### src/rtl/skut_pkg.sv
// Shared SKUT frame-store types and constants.
// Status-pulse indices select bits of the registered status vector.
package skut_pkg;

  localparam int SKUT_DATA_W = 8;
  localparam int SKUT_ADDR_W = 7;
  localparam int SKUT_DEPTH  = 128;

  localparam logic [SKUT_DATA_W-1:0] SKUT_IDLE_WORD = 8'h80;

  localparam int STAT_SWAP_ACK = 0;
  localparam int STAT_UNDERRUN = 1;
  localparam int STAT_OVERRUN  = 2;
  localparam int STAT_W        = 3;

  function automatic logic [15:0] sat_inc(
    input logic [15:0] v,
    input logic        inc
  );
    if (inc && v != 16'hFFFF) return v + 16'd1;
    return v;
  endfunction

endpackage

### src/rtl/skut_bank_ram.sv
// One bank of the SKUT ping-pong store.
// Simple dual-port RAM, synchronous read; q holds when re is low.
module skut_bank_ram #(
  parameter int DATA_W = 8,
  parameter int ADDR_W = 7,
  parameter int DEPTH  = 128
) (
  input  logic              clk,
  input  logic              we,
  input  logic [ADDR_W-1:0] waddr,
  input  logic [DATA_W-1:0] wdata,
  input  logic              re,
  input  logic [ADDR_W-1:0] raddr,
  output logic [DATA_W-1:0] rdata
);

  logic [DATA_W-1:0] mem [DEPTH];
  logic [DATA_W-1:0] rdata_q;

  always_ff @(posedge clk) begin
    if (we) mem[waddr] <= wdata;
    if (re) rdata_q <= mem[raddr];
  end

  assign rdata = rdata_q;

endmodule

### src/rtl/skut_pingpong_buffer.sv
// Double-buffered SKUT frame store, write side -> DAC read side.
// Define SKUT_PINGPONG_STATS_EN for swap/underrun/overrun counters.
module skut_pingpong_buffer
  import skut_pkg::*;
#(
  parameter int DATA_W = SKUT_DATA_W,
  parameter int ADDR_W = SKUT_ADDR_W,
  parameter int DEPTH  = SKUT_DEPTH,
  parameter logic [DATA_W-1:0] IDLE_WORD = SKUT_IDLE_WORD
) (
  input  logic              clk,
  input  logic              rst,
  input  logic              wr_en,
  input  logic [ADDR_W-1:0] wr_addr,
  input  logic [DATA_W-1:0] wr_data,
  input  logic              wr_frame_done,
  input  logic              swap_req,
  input  logic              rd_en,
  input  logic [ADDR_W-1:0] rd_addr,
  output logic [DATA_W-1:0] rd_data,
  output logic              rd_bank,
  output logic              swap_ack,
  output logic              underrun,
  output logic              overrun,
`ifdef SKUT_PINGPONG_STATS_EN
  output logic [15:0]       swap_cnt,
  output logic [15:0]       underrun_cnt,
  output logic [15:0]       overrun_cnt,
`endif
  output logic              addr_err
);

  localparam logic [ADDR_W:0] DEPTH_L = DEPTH[ADDR_W:0];

  logic              rd_bank_q, rd_bank_d;
  logic              ready_q, ready_d;
  logic              valid_q, valid_d;
  logic              addr_err_q, addr_err_d;
  logic              rd_sel_q, rd_sel_d;
  logic              rd_idle_q, rd_idle_d;
  logic [STAT_W-1:0] stat_q, stat_d;

  logic              wr_in, rd_in;
  logic              wr_ok, rd_ok;
  logic              swap;
  logic [1:0]        we, re;
  logic [DATA_W-1:0] bank_rdata [2];

  always_comb begin
    wr_in = {1'b0, wr_addr} < DEPTH_L;
    rd_in = {1'b0, rd_addr} < DEPTH_L;
    wr_ok = wr_en & wr_in;
    rd_ok = rd_en & rd_in & valid_q;
    // A frame finished this cycle may be swapped in immediately
    swap  = swap_req & (ready_q | wr_frame_done);

    we[0] = wr_ok & rd_bank_q;
    we[1] = wr_ok & ~rd_bank_q;
    re[0] = rd_ok & ~rd_bank_q;
    re[1] = rd_ok & rd_bank_q;

    rd_bank_d = rd_bank_q ^ swap;
    ready_d   = swap ? 1'b0 : (ready_q | wr_frame_done);
    valid_d   = valid_q | swap;

    stat_d = '0;
    stat_d[STAT_SWAP_ACK] = swap;
    stat_d[STAT_UNDERRUN] = swap_req & ~swap;
    stat_d[STAT_OVERRUN]  = wr_frame_done & ready_q & ~swap;

    addr_err_d = addr_err_q
               | (wr_en & ~wr_in)
               | (rd_en & ~rd_in);

    rd_sel_d  = rd_en ? rd_bank_q : rd_sel_q;
    rd_idle_d = rd_en ? ~(rd_in & valid_q) : rd_idle_q;
  end

  always_ff @(posedge clk or negedge rst) begin
    if (!rst) begin
      rd_bank_q  <= 1'b0;
      ready_q    <= 1'b0;
      valid_q    <= 1'b0;
      addr_err_q <= 1'b0;
      rd_sel_q   <= 1'b0;
      rd_idle_q  <= 1'b1;
      stat_q     <= '0;
    end else begin
      rd_bank_q  <= rd_bank_d;
      ready_q    <= ready_d;
      valid_q    <= valid_d;
      addr_err_q <= addr_err_d;
      rd_sel_q   <= rd_sel_d;
      rd_idle_q  <= rd_idle_d;
      stat_q     <= stat_d;
    end
  end

  for (genvar b = 0; b < 2; b++) begin : g_bank
    skut_bank_ram #(
      .DATA_W (DATA_W),
      .ADDR_W (ADDR_W),
      .DEPTH  (DEPTH)
    ) u_ram (
      .clk   (clk),
      .we    (we[b]),
      .waddr (wr_addr),
      .wdata (wr_data),
      .re    (re[b]),
      .raddr (rd_addr),
      .rdata (bank_rdata[b])
    );
  end

  assign rd_data  = rd_idle_q ? IDLE_WORD : bank_rdata[rd_sel_q];
  assign rd_bank  = rd_bank_q;
  assign swap_ack = stat_q[STAT_SWAP_ACK];
  assign underrun = stat_q[STAT_UNDERRUN];
  assign overrun  = stat_q[STAT_OVERRUN];
  assign addr_err = addr_err_q;

`ifdef SKUT_PINGPONG_STATS_EN
  logic [15:0] swap_cnt_q, swap_cnt_d;
  logic [15:0] und_cnt_q, und_cnt_d;
  logic [15:0] ovr_cnt_q, ovr_cnt_d;

  always_comb begin
    swap_cnt_d = sat_inc(swap_cnt_q, stat_d[STAT_SWAP_ACK]);
    und_cnt_d  = sat_inc(und_cnt_q, stat_d[STAT_UNDERRUN]);
    ovr_cnt_d  = sat_inc(ovr_cnt_q, stat_d[STAT_OVERRUN]);
  end

  always_ff @(posedge clk or negedge rst) begin
    if (!rst) begin
      swap_cnt_q <= '0;
      und_cnt_q  <= '0;
      ovr_cnt_q  <= '0;
    end else begin
      swap_cnt_q <= swap_cnt_d;
      und_cnt_q  <= und_cnt_d;
      ovr_cnt_q  <= ovr_cnt_d;
    end
  end

  assign swap_cnt     = swap_cnt_q;
  assign underrun_cnt = und_cnt_q;
  assign overrun_cnt  = ovr_cnt_q;
`endif

endmodule

### config.mk
export PLATFORM = sky130hd
export DESIGN_NAME = skut_pingpong_buffer
export DESIGN_NICKNAME = d
export VERILOG_FILES = /design/src/rtl/skut_pkg.sv /design/src/rtl/skut_bank_ram.sv /design/src/rtl/skut_pingpong_buffer.sv
export SDC_FILE = /design/constraint.sdc
export NUM_CORES = 2
export LEC_CHECK = 0
export ABC_AREA = 0
export CELL_PAD_IN_SITES_DETAIL_PLACEMENT = 1
export CELL_PAD_IN_SITES_GLOBAL_PLACEMENT = 2
export CORE_MARGIN = 2
export CORE_UTILIZATION = 35
export CTS_CLUSTER_SIZE = 25
export DETAILED_ROUTE_END_ITERATION = 8
export PLACE_DENSITY_LB_ADDON = 0.1
export SYNTH_ARGS = -nofsm -noshare
export SYNTH_HDL_FRONTEND = slang
export SYNTH_SLANG_ARGS = --single-unit
### constraint.sdc
create_clock -name clk -period 5.75 [get_ports clk]
set_clock_uncertainty 0.1 [all_clocks]
set_input_delay 1.15 -clock clk [delete_from_list [all_inputs] [get_ports clk]]
set_output_delay 1.15 -clock clk [all_outputs]
set_load 0.02 [all_outputs]
After elaboration in Yosys (flattened, before gate mapping):

Memories as Yosys holds them, arrays and structs flattened. A register that Yosys moved wholly into a read port is not among the register bits.
Cells that the tools add are included.

* bits in registers: 8
* bits in writable memories: 2048
* input port bits: 28
* memories kept: 2

* magnitude comparators: 1
* mux-type cells: 9
* bitwise operators: 16

Memories
* g_bank[0].u_ram.mem: words 128, bits a word 8, rd ports 1, clocked after memory_dff 1, wr ports 1, line skut_bank_ram.sv:17 `logic [DATA_W-1:0] mem [DEPTH];`
* g_bank[1].u_ram.mem: words 128, bits a word 8, rd ports 1, clocked after memory_dff 1, wr ports 1, line skut_bank_ram.sv:17

Operators with widths (count)
* 8-bit two-way mux: 4
* 1-bit AND: 9
* 1-bit two-way mux: 5
* 1-bit inverter: 3
* 2-bit greater-or-equal comparator (second input constant): 1
* 1-bit inverter with 2-bit output: 1
* 1-bit OR: 2
* 1-bit bitwise XOR: 1

Depth between registers and ports, before layout:

* depth after elaboration: 5
* gate-level depth with buffers: 7

Cells and area by module:

From an unflattened synthesis, not the netlist that was laid out.

* cells, all modules: 3314
* area, all modules: 79927.9 sq um

Modules (own cells, without submodules)
* skut_bank_ram: instances 2, cells an instance 1635, area each 39745.6 sq um, seq. area each 30989.7 sq um
* skut_pingpong_buffer: instances 1, cells an instance 44, area each 436.7 sq um, seq. area each 201.4 sq um

Worst setup path before layout:

No wires, ideal clock.

* kind: input-to-reg
* start point: input rd_addr[0]
* end point: register g_bank[0].u_ram.rdata_q[0], read port of g_bank[0].u_ram.mem (data pin)
* setup time: 0.260 ns
* arrival: 3.525 ns
* setup slack: 1.866 ns
* stages on the path: 6
* path buffers: 2
* cell sequence: buf_2 buf_1 mux4_2 mux4_2 mux4_2 mux2_2

RTL lines
* start, declared: line skut_pingpong_buffer.sv:19 `input logic [ADDR_W-1:0] rd_addr,`
* end, declared: line skut_bank_ram.sv:18 `logic [DATA_W-1:0] rdata_q;`

Worst setup path in the final report:

* start point: register rd_sel_q
* end point: output rd_data[7]

* cells in the longest elaborated chain, start to end: 5

RTL lines
* start, declared: line skut_pingpong_buffer.sv:39 `logic rd_sel_q, rd_sel_d;`
* start signal, assigned: line skut_pingpong_buffer.sv:93 `rd_sel_q <= rd_sel_d;`
* 1-bit inverter with 2-bit output (not written as such): line skut_pingpong_buffer.sv:115 `assign rd_data = rd_idle_q ? IDLE_WORD : bank_rdata[rd_sel_q];`
* 8-bit two-way mux (not written as such) (3 in a row): line skut_pingpong_buffer.sv:115
* 8-bit two-way mux: line skut_pingpong_buffer.sv:115
* end, declared: line skut_pingpong_buffer.sv:20 `output logic [DATA_W-1:0] rd_data,`

Every way passes these cells. The select of a mux whose other input is x is not followed.

==> reports/results.tsv <==
stage	metric	value	unit
floorplan	rows	175	
pwr	p_leak	27.9	nW
drt	antenna_left	0	
place	gp_congestion	0.763	
min_path	min_from	valid_q$_DFF_PN0_	
worst_setup_path	timing.rr.start	rd_bank$_DFF_PN0_	
timing	tightest_slew	1.34	ns
worst_setup_path	r2r_end	g_bank[1].u_ram.mem[121][6]$_DFFE_PP_	
min_path	hold_path.class	reg -> reg	
timing	setup_violations	0	
global_route	globalRouteMet3Util	0.0411	
global_route	use_met1	0.263	
drt	post_drt_via_cell_ratio	5.32	
clocking	clk_latency	0.84	ns
drt	route.detailed.drc	0	
drt	drt_iter0_drc	3659	
place	io_buffers	39	
global_route	grt_pass1_wl	309000	um
pwr	power_switching	0.00707	W
clocking	cts_resized	0	
pwr	power_frac_seq	0.519	
global_route	grt_max_degree	165	
floorplan	start_util	0.351	
place	pre_cts_ws	0.917	ns
clocking	post_cts_buffers	0	
floorplan	die_area	231000	um2
floorplan	io_pins	41	
clocking	tritoncts	built	
worst_setup_path	path_cells	nor2b_1 -> a211o_1 -> clkdlybuf4s50_1	
pwr	combPwrFrac	0.056	
worst_setup_path	crit_required	4.50	ns
yosys	yosysSeqAreaShare	0.781	
timing	fin_tns_setup	0	ns
yosys	synth_seq_cells	2072	
clocking	cts_max_level	4	
drt	first_pass_iters	5	
floorplan	core_area	227000	um2
worst_setup_path	cp.arrival	2.99	ns
worst_setup_path	end_kind	primary output	
drt	via_count	35775	
timing	min_period_over_period	0.737	
timing	fmax	236	MHz
global_route	grtUsageMet2	0.311	
yosys	avgSynthCellArea	24.3	um2
worst_setup_path	crit_path_start_kind	flop	
cells_and_area	final_nets	3554	
global_route	antenna_found_initial	36	
pwr	internal-power	0.0253	W
yosys	ys_warn_count	0	
min_path	hold_path_end	valid_q$_DFF_PN0_	
clocking	root_buffer	clkbuf_16	
worst_setup_path	rrSetupSlack	2.31	ns
yosys	syn-num-nets	3308	
floorplan	die_w	481	um
timing	fin_crit	4.24	ns
global_route	busiest_layer	met2	
yosys	synthCells	3280	
outcome	outcome	finished, final reports clean	
global_route	gr-total-overflow	0	
place	place_hpwl	133000	um
global_route	gr-usage-all-layers	0.192	
yosys	ys_types	27	
clocking	cts_sinks	2072	
pwr	swShare	0.219	
timing	hold_viol_final	0	
drt	routedWlPerCell	32.6	um
flow_run	max_cap_violations	0	
cells_and_area	syn2layout_area_growth	15.0	%
worst_setup_path	critPathMaxFanout	10	
global_route	grt_pass1_vias	38624	
timing	max_slew_margin	0.103	
clocking	clockBufferDepth	3	
timing	finalMaxSlewViolations	0	
cells_and_area	drive_gt1_frac	0.319	
floorplan	die_h	481	um
pwr	p_clk_frac	0.424	
pwr	vdd_drop_max	0.335	mV
clocking	cts_buffers	219	
timing	rsz0062_at_grt	no	
timing	fin_ws	1.51	ns
worst_setup_path	ff2ff_path_depth	4	
min_path	worstHoldPathCells	1	
clocking	clkSlewWorstSetupHoldPaths	0.06	ns
drt	wirelength	219000	um
yosys	synth_area	79600	um2
worst_setup_path	max_stage_delay	0.90	ns
worst_setup_path	slowest_stage	dfrtp_1	
clocking	ctsHoldBuffers	0	
worst_setup_path	critPathKind	reg -> out	
pwr	power_density	353	nW/um2
metrics by stage:
stage           util  power, W  area, um2  hold WS, ns  cells
3_3_place_gp   0.373    0.0190      84700        0.393   6314
5_1_grt        0.404    0.0333      91600        0.437   6716
6_report       0.404    0.0323      91600        0.410   6719
2_1_floorplan      -    0.0180      79600        0.349   3280
4_1_cts        0.404    0.0327      91600        0.400   6713
3_5_place_dp   0.373    0.0190      84700        0.389   6314
worst max-delay path, delay by kind of cell (launching register included):
family	cells	cell delay, ns
DFF	1	0.90
buffers and inverters	1	0.61
AOI/OAI and AO/OA	1	0.34
and+or+nand+nor	1	0.27
layout make-up:
type / instances / area [um2]
multi-input combinational: 1020 / 16700
timing repair buffer: 212 / 2090
fill: 20927 / 135000
antenna: 6 / 15.0
tap: 3009 / 3760
sequential: 2072 / 62200
clock buffer: 258 / 5690
clock inverter: 141 / 1200
inverter: 1 / 3.75
logic make-up (layout without fill, tap and decap cells):
group           after synthesis  after routing  synth area share
flops                      2072           2072             0.781
mux                         696            696             0.193
simple gates                319            319            0.0157
buf+inv                     188            612           0.00987
compound gates                3              3          0.000267
other cells                   1              7         0.0000471
xor+xnor                      1              1          0.000110
synth_stat cells (all sizes together):
cell type | n | share of area
a211o | 1 | 0.00011
and2 | 1 | 0.000079
and3 | 2 | 0.00016
and3b | 1 | 0.00011
buf | 76 | 0.0046
clkbuf | 111 | 0.0052
conb | 1 | 0.000047
dfrtp | 7 | 0.0022
dfstp | 1 | 0.00033
edfxtp | 2064 | 0.78
inv | 1 | 0.000047
mux2 | 17 | 0.0024
mux2i | 7 | 0.00088
mux4 | 672 | 0.19
nand2 | 24 | 0.0011
nand2b | 1 | 0.000079
nand3 | 10 | 0.00063
nand4 | 1 | 0.000079
nor2 | 271 | 0.013
nor2b | 7 | 0.00055
nor3b | 1 | 0.000094
o21a | 1 | 0.000094
o21ai | 1 | 0.000063
xnor2 | 1 | 0.00011
power groups by stage:
stage / sequential, W / clock, W / combinational, W
5_1_grt: 0.0168 / 0.0146 / 0.00193
3_5_place_dp: 0.0171 / 0 / 0.00187
2_1_floorplan: 0.0170 / 0 / 0.000922
4_1_cts: 0.0168 / 0.0141 / 0.00187
6_report: 0.0168 / 0.0137 / 0.00182
3_3_place_gp: 0.0171 / 0 / 0.00185
sequential cells by signal, summed over array words and instances, names as in the netlist:
name,cells
rd_sel_q,1
ready_q,1
stat_q,3
g_bank.u_ram.rdata,16
valid_q,1
g_bank.u_ram.mem,2048
rd_bank,1
rd_idle_q,1
cell usage in the layout, fill, tap and decap left out, drive strengths merged:
master	synthesis	layout
edfxtp	2064	2064
mux4	672	672
nor2	271	271
clkbuf	111	258
buf	76	187
clkinv	0	108
clkdlybuf4s50	0	25
nand2	24	24
bufinv	0	19
mux2	17	17
nand3	10	10
inv	1	9
mux2i	7	7
nor2b	7	7
dfrtp	7	7
diode	0	6
clkinvlp	0	6
and3	2	2
nand4	1	1
and3b	1	1
nor3b	1	1
o21ai	1	1
nand2b	1	1
a211o	1	1
and2	1	1
xnor2	1	1
o21a	1	1
conb	1	1
dfstp	1	1
per-layer routing:
metal	share of wire	up-vias	wire length, um
li1	-	14580	-
met1	0.42	19922	93000
met2	0.49	1008	107000
met3	0.063	265	13800
met4	0.022	0	4920
met5	0	-	0
how the worst max path moves through the flow:
stage                         start                                 end  slack [ns]  cells past startpoint
3_3_place_gp             rd_addr[0]  g_bank[1].u_ram.rdata[5]$_DFFE_PP_        0.95                      7
6_report       rd_sel_q$_DFFE_PN0P_                          rd_data[7]        1.51                      3
4_1_cts        rd_sel_q$_DFFE_PN0P_                          rd_data[7]        1.33                      3
2_1_floorplan            rd_addr[0]  g_bank[0].u_ram.rdata[0]$_DFFE_PP_        1.87                      6
3_5_place_dp             rd_addr[0]  g_bank[1].u_ram.rdata[5]$_DFFE_PP_        0.92                      7
5_1_grt        rd_sel_q$_DFFE_PN0P_                          rd_data[7]        1.41                      3
Note: power is estimated with default switching activity, not from simulation.
